<file path="config.mk">
export PLATFORM = sky130hd
export DESIGN_NAME = ps2_host_tx_flat
export DESIGN_NICKNAME = d
export VERILOG_FILES = /design/src/rtl/ps2_pkg.sv /design/src/rtl/ps2_host_tx_if.sv /design/src/rtl/ps2_line_sync.sv /design/src/rtl/ps2_host_tx.sv /design/src/flat_wrapper.sv
export SDC_FILE = /design/constraint.sdc
export NUM_CORES = 1
export LEC_CHECK = 0
export ABC_CLOCK_PERIOD_IN_PS = 2660
export BUFFER_PORTS_ARGS = -buffer_cell sky130_fd_sc_hd__buf_4
export CORE_ASPECT_RATIO = 0.7
export CORE_MARGIN = 1.5
export CORE_UTILIZATION = 52
export CTS_BUF_LIST = sky130_fd_sc_hd__clkbuf_16
export DETAILED_ROUTE_END_ITERATION = 6
export PLACE_DENSITY_LB_ADDON = 0.25
export SYNTH_ARGS = -nofsm -noshare
export SYNTH_HDL_FRONTEND = slang
export SYNTH_SLANG_ARGS = --single-unit
</file>
<file path="constraint.sdc">
create_clock -name clock -period 2.66 [get_ports clock]
set_clock_uncertainty 0.05 [all_clocks]
set_input_delay 0.532 -clock clock [delete_from_list [all_inputs] [get_ports clock]]
set_output_delay 0.532 -clock clock [all_outputs]
set_load 0.1 [all_outputs]
</file>
<file path="src/rtl/ps2_pkg.sv">
// Shared PS/2 definitions: host transmitter states, frame size and common keyboard commands.
package ps2_pkg;

   typedef enum logic [2:0] {
      IDLE,
      INHIBIT,
      REQ,
      SHIFT,
      ACK,
      WAIT_IDLE,
      DONE,
      ERR
   } ps2_tx_state_t;

   // start + 8 data + parity + stop; the device ACK arrives on the following clock
   localparam int unsigned FRAME_BITS = 11;

   localparam logic [7:0] PS2_CMD_SET_LEDS = 8'hED;
   localparam logic [7:0] PS2_CMD_ENABLE   = 8'hF4;
   localparam logic [7:0] PS2_CMD_RESET    = 8'hFF;

endpackage

</file>
<file path="src/rtl/ps2_host_tx_if.sv">
// Processor-side byte handshake for the PS/2 host transmitter.
interface ps2_host_tx_if;
   logic [7:0] tx_data;
   logic       tx_valid;
   logic       tx_ready;
   logic       tx_busy;
   logic       tx_done;
   logic       tx_error;

   modport master (output tx_data, tx_valid,
                   input  tx_ready, tx_busy, tx_done, tx_error);
   modport slave  (input  tx_data, tx_valid,
                   output tx_ready, tx_busy, tx_done, tx_error);
endinterface

</file>
<file path="src/rtl/ps2_line_sync.sv">
// Two-flop synchronizers for the PS/2 clock and data pads plus a registered
// falling-edge flag on the synchronized clock. Shared with the receive path.
module ps2_line_sync (
   input  logic clock,
   input  logic resetn,
   input  logic clk_pad,
   input  logic data_pad,
   output logic sync_clk,
   output logic sync_data,
   output logic fe
);

   logic clk_s1;
   logic data_s1;

   // Synchronizer chains; idle-high reset so no edge is seen coming out of reset.
   // fe is registered: it is high in the cycle where previous sync_clk=1 and sync_clk=0.
   always_ff @(posedge clock or negedge resetn) begin
      if (!resetn) begin
         clk_s1    <= 1'b1;
         sync_clk  <= 1'b1;
         data_s1   <= 1'b1;
         sync_data <= 1'b1;
         fe        <= 1'b0;
      end else begin
         clk_s1    <= clk_pad;
         sync_clk  <= clk_s1;
         data_s1   <= data_pad;
         sync_data <= data_s1;
         fe        <= sync_clk & ~clk_s1;
      end
   end

endmodule

</file>
<file path="src/rtl/ps2_host_tx.sv">
// PS/2 host-to-device transmitter: inhibit, request-to-send, 11-bit frame shifted
// on device clock falling edges, ACK check, timeout.
// Optional feature macro: PS2_HOST_TX_RETRY_EN (up to two automatic retries).
module ps2_host_tx
   import ps2_pkg::*;
#(
   parameter int unsigned CLK_FREQ_HZ    = 50_000_000,
   parameter int unsigned INHIBIT_CYCLES = 6000,
   parameter int unsigned TIMEOUT_CYCLES = 750000
) (
   input  logic          clock,
   input  logic          resetn,
   ps2_host_tx_if.slave  tx,
   input  logic          ps2_clock_in,
   input  logic          ps2_data_in,
   output logic          ps2_clock_oe,
   output logic          ps2_data_oe
);

   localparam int unsigned CNT_MAX = (INHIBIT_CYCLES > TIMEOUT_CYCLES) ? INHIBIT_CYCLES : TIMEOUT_CYCLES;
   localparam int unsigned CNT_W   = $clog2(CNT_MAX + 1);
   localparam int unsigned BIT_W   = $clog2(FRAME_BITS + 1);

   // Reject parameter sets that cannot produce a working sequence
   if (CLK_FREQ_HZ == 0 || INHIBIT_CYCLES < 1 || TIMEOUT_CYCLES < 2) begin : g_bad_param
      $error("ps2_host_tx: invalid parameters");
   end

   ps2_tx_state_t      state, state_n;
   logic [CNT_W-1:0]   cnt, cnt_n;
   logic [BIT_W-1:0]   bitcnt, bitcnt_n;
   logic [7:0]         shreg, shreg_n;
   logic               parity, parity_n;
   logic               data_oe_n, clock_oe_n;
   logic               ready_n, busy_n, done_n, error_n;
   logic               fail_c;
   logic               timeout_c;
   logic               sync_clk, sync_data, fe;
`ifdef PS2_HOST_TX_RETRY_EN
   logic [1:0]         retry, retry_n;
`endif

   ps2_line_sync u_sync (
      .clock     (clock),
      .resetn    (resetn),
      .clk_pad   (ps2_clock_in),
      .data_pad  (ps2_data_in),
      .sync_clk  (sync_clk),
      .sync_data (sync_data),
      .fe        (fe)
   );

   assign timeout_c = (cnt == CNT_W'(TIMEOUT_CYCLES - 1));

   // Next-state, datapath and next-output decode
   always_comb begin
      state_n   = state;
      cnt_n     = cnt;
      bitcnt_n  = bitcnt;
      shreg_n   = shreg;
      parity_n  = parity;
      data_oe_n = 1'b0;
      fail_c    = 1'b0;
`ifdef PS2_HOST_TX_RETRY_EN
      retry_n   = retry;
`endif

      case (state)
         IDLE: begin
            if (tx.tx_valid) begin
               shreg_n  = tx.tx_data;
               parity_n = ~^tx.tx_data;
               cnt_n    = '0;
               state_n  = INHIBIT;
`ifdef PS2_HOST_TX_RETRY_EN
               retry_n  = 2'd0;
`endif
            end
         end
         INHIBIT: begin
            if (cnt == CNT_W'(INHIBIT_CYCLES - 1)) begin
               cnt_n     = '0;
               data_oe_n = 1'b1;
               state_n   = REQ;
            end else begin
               cnt_n = cnt + CNT_W'(1);
            end
         end
         REQ: begin
            // start bit stays on the line as the clock is released
            data_oe_n = 1'b1;
            cnt_n     = '0;
            bitcnt_n  = '0;
            state_n   = SHIFT;
         end
         SHIFT: begin
            data_oe_n = ps2_data_oe;
            if (fe) begin
               cnt_n    = '0;
               bitcnt_n = bitcnt + BIT_W'(1);
               if (bitcnt < BIT_W'(8)) begin
                  data_oe_n = ~shreg[bitcnt[2:0]];
               end else if (bitcnt == BIT_W'(8)) begin
                  data_oe_n = ~parity;
               end else begin
                  data_oe_n = 1'b0;
                  state_n   = ACK;
               end
            end else if (timeout_c) begin
               fail_c = 1'b1;
            end else begin
               cnt_n = cnt + CNT_W'(1);
            end
         end
         ACK: begin
            if (fe) begin
               cnt_n = '0;
               if (!sync_data) state_n = WAIT_IDLE;
               else            fail_c  = 1'b1;
            end else if (timeout_c) begin
               fail_c = 1'b1;
            end else begin
               cnt_n = cnt + CNT_W'(1);
            end
         end
         WAIT_IDLE: begin
            if (sync_clk && sync_data) begin
               state_n = DONE;
            end else if (fe) begin
               cnt_n = '0;
            end else if (timeout_c) begin
               fail_c = 1'b1;
            end else begin
               cnt_n = cnt + CNT_W'(1);
            end
         end
         DONE:    state_n = IDLE;
         ERR:     state_n = IDLE;
         default: state_n = IDLE;
      endcase

      // Failed attempt: either retry from inhibit with the latched byte, or report
      if (fail_c) begin
         data_oe_n = 1'b0;
         cnt_n     = '0;
`ifdef PS2_HOST_TX_RETRY_EN
         if (retry < 2'd2) begin
            retry_n = retry + 2'd1;
            state_n = INHIBIT;
         end else begin
            state_n = ERR;
         end
`else
         state_n = ERR;
`endif
      end

      clock_oe_n = (state_n == INHIBIT) || (state_n == REQ);
      ready_n    = (state_n == IDLE);
      busy_n     = (state_n != IDLE);
      done_n     = (state_n == DONE);
      error_n    = (state_n == ERR);
   end

   // State, datapath and registered outputs
   always_ff @(posedge clock or negedge resetn) begin
      if (!resetn) begin
         state        <= IDLE;
         cnt          <= '0;
         bitcnt       <= '0;
         shreg        <= '0;
         parity       <= 1'b0;
         ps2_clock_oe <= 1'b0;
         ps2_data_oe  <= 1'b0;
         tx.tx_ready  <= 1'b1;
         tx.tx_busy   <= 1'b0;
         tx.tx_done   <= 1'b0;
         tx.tx_error  <= 1'b0;
`ifdef PS2_HOST_TX_RETRY_EN
         retry        <= 2'd0;
`endif
      end else begin
         state        <= state_n;
         cnt          <= cnt_n;
         bitcnt       <= bitcnt_n;
         shreg        <= shreg_n;
         parity       <= parity_n;
         ps2_clock_oe <= clock_oe_n;
         ps2_data_oe  <= data_oe_n;
         tx.tx_ready  <= ready_n;
         tx.tx_busy   <= busy_n;
         tx.tx_done   <= done_n;
         tx.tx_error  <= error_n;
`ifdef PS2_HOST_TX_RETRY_EN
         retry        <= retry_n;
`endif
      end
   end

endmodule

</file>
<file path="src/flat_wrapper.sv">
// flat-port wrapper written by rule: the top's interface ports become plain ports
module ps2_host_tx_flat import ps2_pkg::*;
#(
   parameter int unsigned CLK_FREQ_HZ    = 50_000_000,
   parameter int unsigned INHIBIT_CYCLES = 6000,
   parameter int unsigned TIMEOUT_CYCLES = 750000
)
  (clock, resetn, ps2_clock_in, ps2_data_in, ps2_clock_oe, ps2_data_oe, tx_tx_data, tx_tx_valid, tx_tx_ready, tx_tx_busy, tx_tx_done, tx_tx_error);
  ps2_host_tx_if tx_i ();
  input  logic clock;
  input  logic resetn;
  input  logic ps2_clock_in;
  input  logic ps2_data_in;
  output logic ps2_clock_oe;
  output logic ps2_data_oe;
  input wire logic [$bits(tx_i.tx_data)-1:0] tx_tx_data;
  input wire logic [$bits(tx_i.tx_valid)-1:0] tx_tx_valid;
  output wire logic [$bits(tx_i.tx_ready)-1:0] tx_tx_ready;
  output wire logic [$bits(tx_i.tx_busy)-1:0] tx_tx_busy;
  output wire logic [$bits(tx_i.tx_done)-1:0] tx_tx_done;
  output wire logic [$bits(tx_i.tx_error)-1:0] tx_tx_error;
  assign tx_i.tx_data = tx_tx_data;
  assign tx_i.tx_valid = tx_tx_valid;
  assign tx_tx_ready = tx_i.tx_ready;
  assign tx_tx_busy = tx_i.tx_busy;
  assign tx_tx_done = tx_i.tx_done;
  assign tx_tx_error = tx_i.tx_error;
  ps2_host_tx #(.CLK_FREQ_HZ(CLK_FREQ_HZ), .INHIBIT_CYCLES(INHIBIT_CYCLES), .TIMEOUT_CYCLES(TIMEOUT_CYCLES)) u_core (.clock(clock), .resetn(resetn), .tx(tx_i), .ps2_clock_in(ps2_clock_in), .ps2_data_in(ps2_data_in), .ps2_clock_oe(ps2_clock_oe), .ps2_data_oe(ps2_data_oe));
endmodule
</file>
==> flow_metrics.tcl <==
set metrics [dict create \
    peakVddDrop_v 0.000250 \
    cts.sinks 47 \
    leakagePower_uw 0.00125 \
    vias 2057 \
    layout.nets 298 \
    rows 21 \
    yosysTopAreaCellShare_pct 41.5 \
    muxShareOfSynthArea_pct 6.23 \
    netlist_instances 264 \
    yosysSeqAreaShare_pct 46.7 \
    slowest_delay_ns 0.42 \
    synth_top_area_cell "dfrtp_1" \
    worstSetupPathType "reg2reg" \
    start_util_pct 53.5 \
    postSynthAreaPerCell_um2 9.58 \
    synth_compound_area_share_pct 16.7 \
    dieArea_um2 5300 \
    async_reset_ff_share_pct 100 \
    remaining_drc_errors 0 \
    cts_tree "done" \
    yosysWarnings 0 \
    grt_start_max_net_pins 48 \
    slew_viol_final 0 \
    finalHoldViolCount 0 \
    drt_iter0_markers 211 \
    path_max_fanout 10 \
    synthTopCellsByCount "42 x dfrtp_1, 30 x nand2_1, 18 x nor2_1" \
    n_antenna_cell 0 \
    outcome "completed" \
    synthSimpleGateAreaFrac_pct 22.2 \
    antenna_found_initial 0 \
    critPathArrivalTime_ns 2.54 \
    slew_headroom_pct 61.5 \
    port_buffers 18 \
    yosysMostFrequentCell "dfrtp_1" \
    synth_nets 280 \
    fp.dieW_um 86.4 \
    total_power_uw 1380 \
    setup_tns_ns 0 \
    critPathCaptureType "flip-flop" \
    first_pass_iters 5 \
    synth_cell_types 47 \
    grt_pass1_vias 1771 \
    grt_pass1_wl_um 8890 \
    cts.path.max_buffers 2 \
    gp_congestion 0.907 \
    die_h_um 61.4 \
    fin_crit_ns 2.42 \
    synth_area_leaders "dfrtp_1 42%, dfstp_2 5.2%, a22o_1 4.8%" \
    finalSetupViolCount 0 \
    cts_setup_buffers 0 \
    fmax_mhz 414 \
    wire_per_inst_um 15.6 \
    hold_path.class "in2async" \
    worst_path_max_delay_cell "dfrtp_1" \
    place_hpwl_um 3880 \
    area_growth_pct 12.5 \
    ios 19 \
    htree_num_levels 2 \
    path_cells "ha_1 > and4_1 > and2_1 > a31oi_1 > o21a_1 > nand2_1 > o311ai_0" \
    worst_slew_pin_slew_ns 0.578 \
    vias_per_cell 6.05 \
    synth_flop_cell "dfrtp_1" \
    clockRootBuffer "clkbuf_16" \
    synth_fa_ha_area_share_pct 1.48 \
    crit_buf_inv 0 \
    synth-seq-cells 47 \
    cts_resized 0 \
    grtUsageTotal_pct 22.3 \
    ctsHoldBuffers 0 \
    critPathRequiredTime_ns 2.78 \
    cts.clk_slew.worst_paths_ns 0.06 \
    synth_top_family_by_area "simple AND/OR/NAND/NOR gates" \
    clock_latency_ns 0.29 \
    period_share_pct 90.9 \
    path_delay_family "compound AO/OA/AOI/OAI gates" \
    routed_wl_um 5310 \
    cap_viol_max_count 0 \
    synth_edf_count 0 \
    route.antenna.remaining_nets 0 \
    rsz0062_at_grt "no" \
    start_kind "flip-flop" \
    overflow 0 \
    cts_buffers 5 \
    p_per_area_nw_per_um2 484 \
    synth_xor_area_share_pct 2.42 \
    syn_area_um2 2530 \
    core_um2 4730 \
    drive_gt1_share_pct 17.7 \
]
-- final cells by class --
class / count / area [um2]
tap: 57 / 71.3
fill: 415 / 1880
sequential: 47 / 1180
multi-input combinational: 195 / 1240
timing repair buffer: 23 / 173
clock inverter: 3 / 16.3
inverter: 10 / 37.5
clock buffer: 5 / 125
-- routing by layer --
layer	part of all wire, %	global-route usage (%)	vias to the layer above
li1	-	-	998
met4	1.1	6.91	0
met5	0	0	-
met2	41	29.7	88
met3	7.0	4.42	9
met1	51	35.8	962
-- final timing paths --
check                                 startpoint                 endpoint  slack, ns  cells after the start
hold reg to reg            u_core.u_sync.data_s1  u_core.u_sync.sync_data       0.31                      0
hold / removal                            resetn         u_core.bitcnt[2]       0.20                      1
setup / recovery                   u_core.cnt[0]            u_core.cnt[3]       0.24                      7
max in group asynchronous                 resetn            u_core.cnt[8]       1.97                      1
setup reg to reg                   u_core.cnt[0]            u_core.cnt[3]       0.24                      7
min in group clock                   ps2_data_in    u_core.u_sync.data_s1       0.30                      1
-- cells in the final DEF (no fill, tap or decap), drive strengths merged, types with 3 or more instances in the layout --
master	instances
a21oi	8
o21ai	18
clkbuf	5
nor2b	7
xnor2	7
nand2b	3
o311ai	3
a21o	5
ha	3
o22ai	4
buf	23
dfrtp	42
nor2	18
mux2	10
and3	4
nand4	7
a22o	14
nand2	30
dfstp	5
nor3	11
nand3	17
inv	11
-- sequential cells by signal, indices dropped and copies added (netlist names) --
name	count
u_core.tx.tx_busy	1
u_core.u_sync.clk_s1	1
u_core.tx.tx_done	1
u_core.cnt	20
u_core.ps2_clock_oe	1
u_core.u_sync.sync_clk	1
u_core.u_sync.sync_data	1
u_core.ps2_data_oe	1
u_core.state	3
u_core.bitcnt	4
u_core.tx.tx_error	1
u_core.shreg	8
u_core.u_sync.fe	1
u_core.tx.tx_ready	1
u_core.u_sync.data_s1	1
u_core.parity	1
-- worst reg2reg max path: cells and delay by family, from the launching register on --
family | cells | cell delay, ns
AOI/OAI and AO/OA | 3 | 0.96
and+or+nand+nor | 3 | 0.63
DFF | 1 | 0.42
adders and majority gates | 1 | 0.24
-- per-stage QoR --
stage	hold slack (ns)	instance area, um2	utilization (%)	worst slack (ns)	cells
global placement	0.297	2710	57.2	0.398	332
CTS	0.215	2850	60.2	0.252	340
detailed placement	0.302	2710	57.2	0.273	332
floorplan	0.186	2530	-	0.606	264
finish	0.195	2850	60.2	0.242	340
global route	0.247	2850	60.2	0.0153	340
-- power by group --
part           switching [uW]  internal [uW]
logic                    30.1           25.7
registers                3.30            721
clock network             254            343
total                     288           1090
-- kinds of logic (layout without fill, tap and decap cells) --
family          count (synthesis)  in the layout
simple gates                  111            111
fa+ha+maj                       3              3
xor+xnor                        7              7
compound gates                 62             62
flops                          47             47
mux                            12             12
buf+inv                        22             41
No activity file was read; power rests on OpenSTA's default activity.
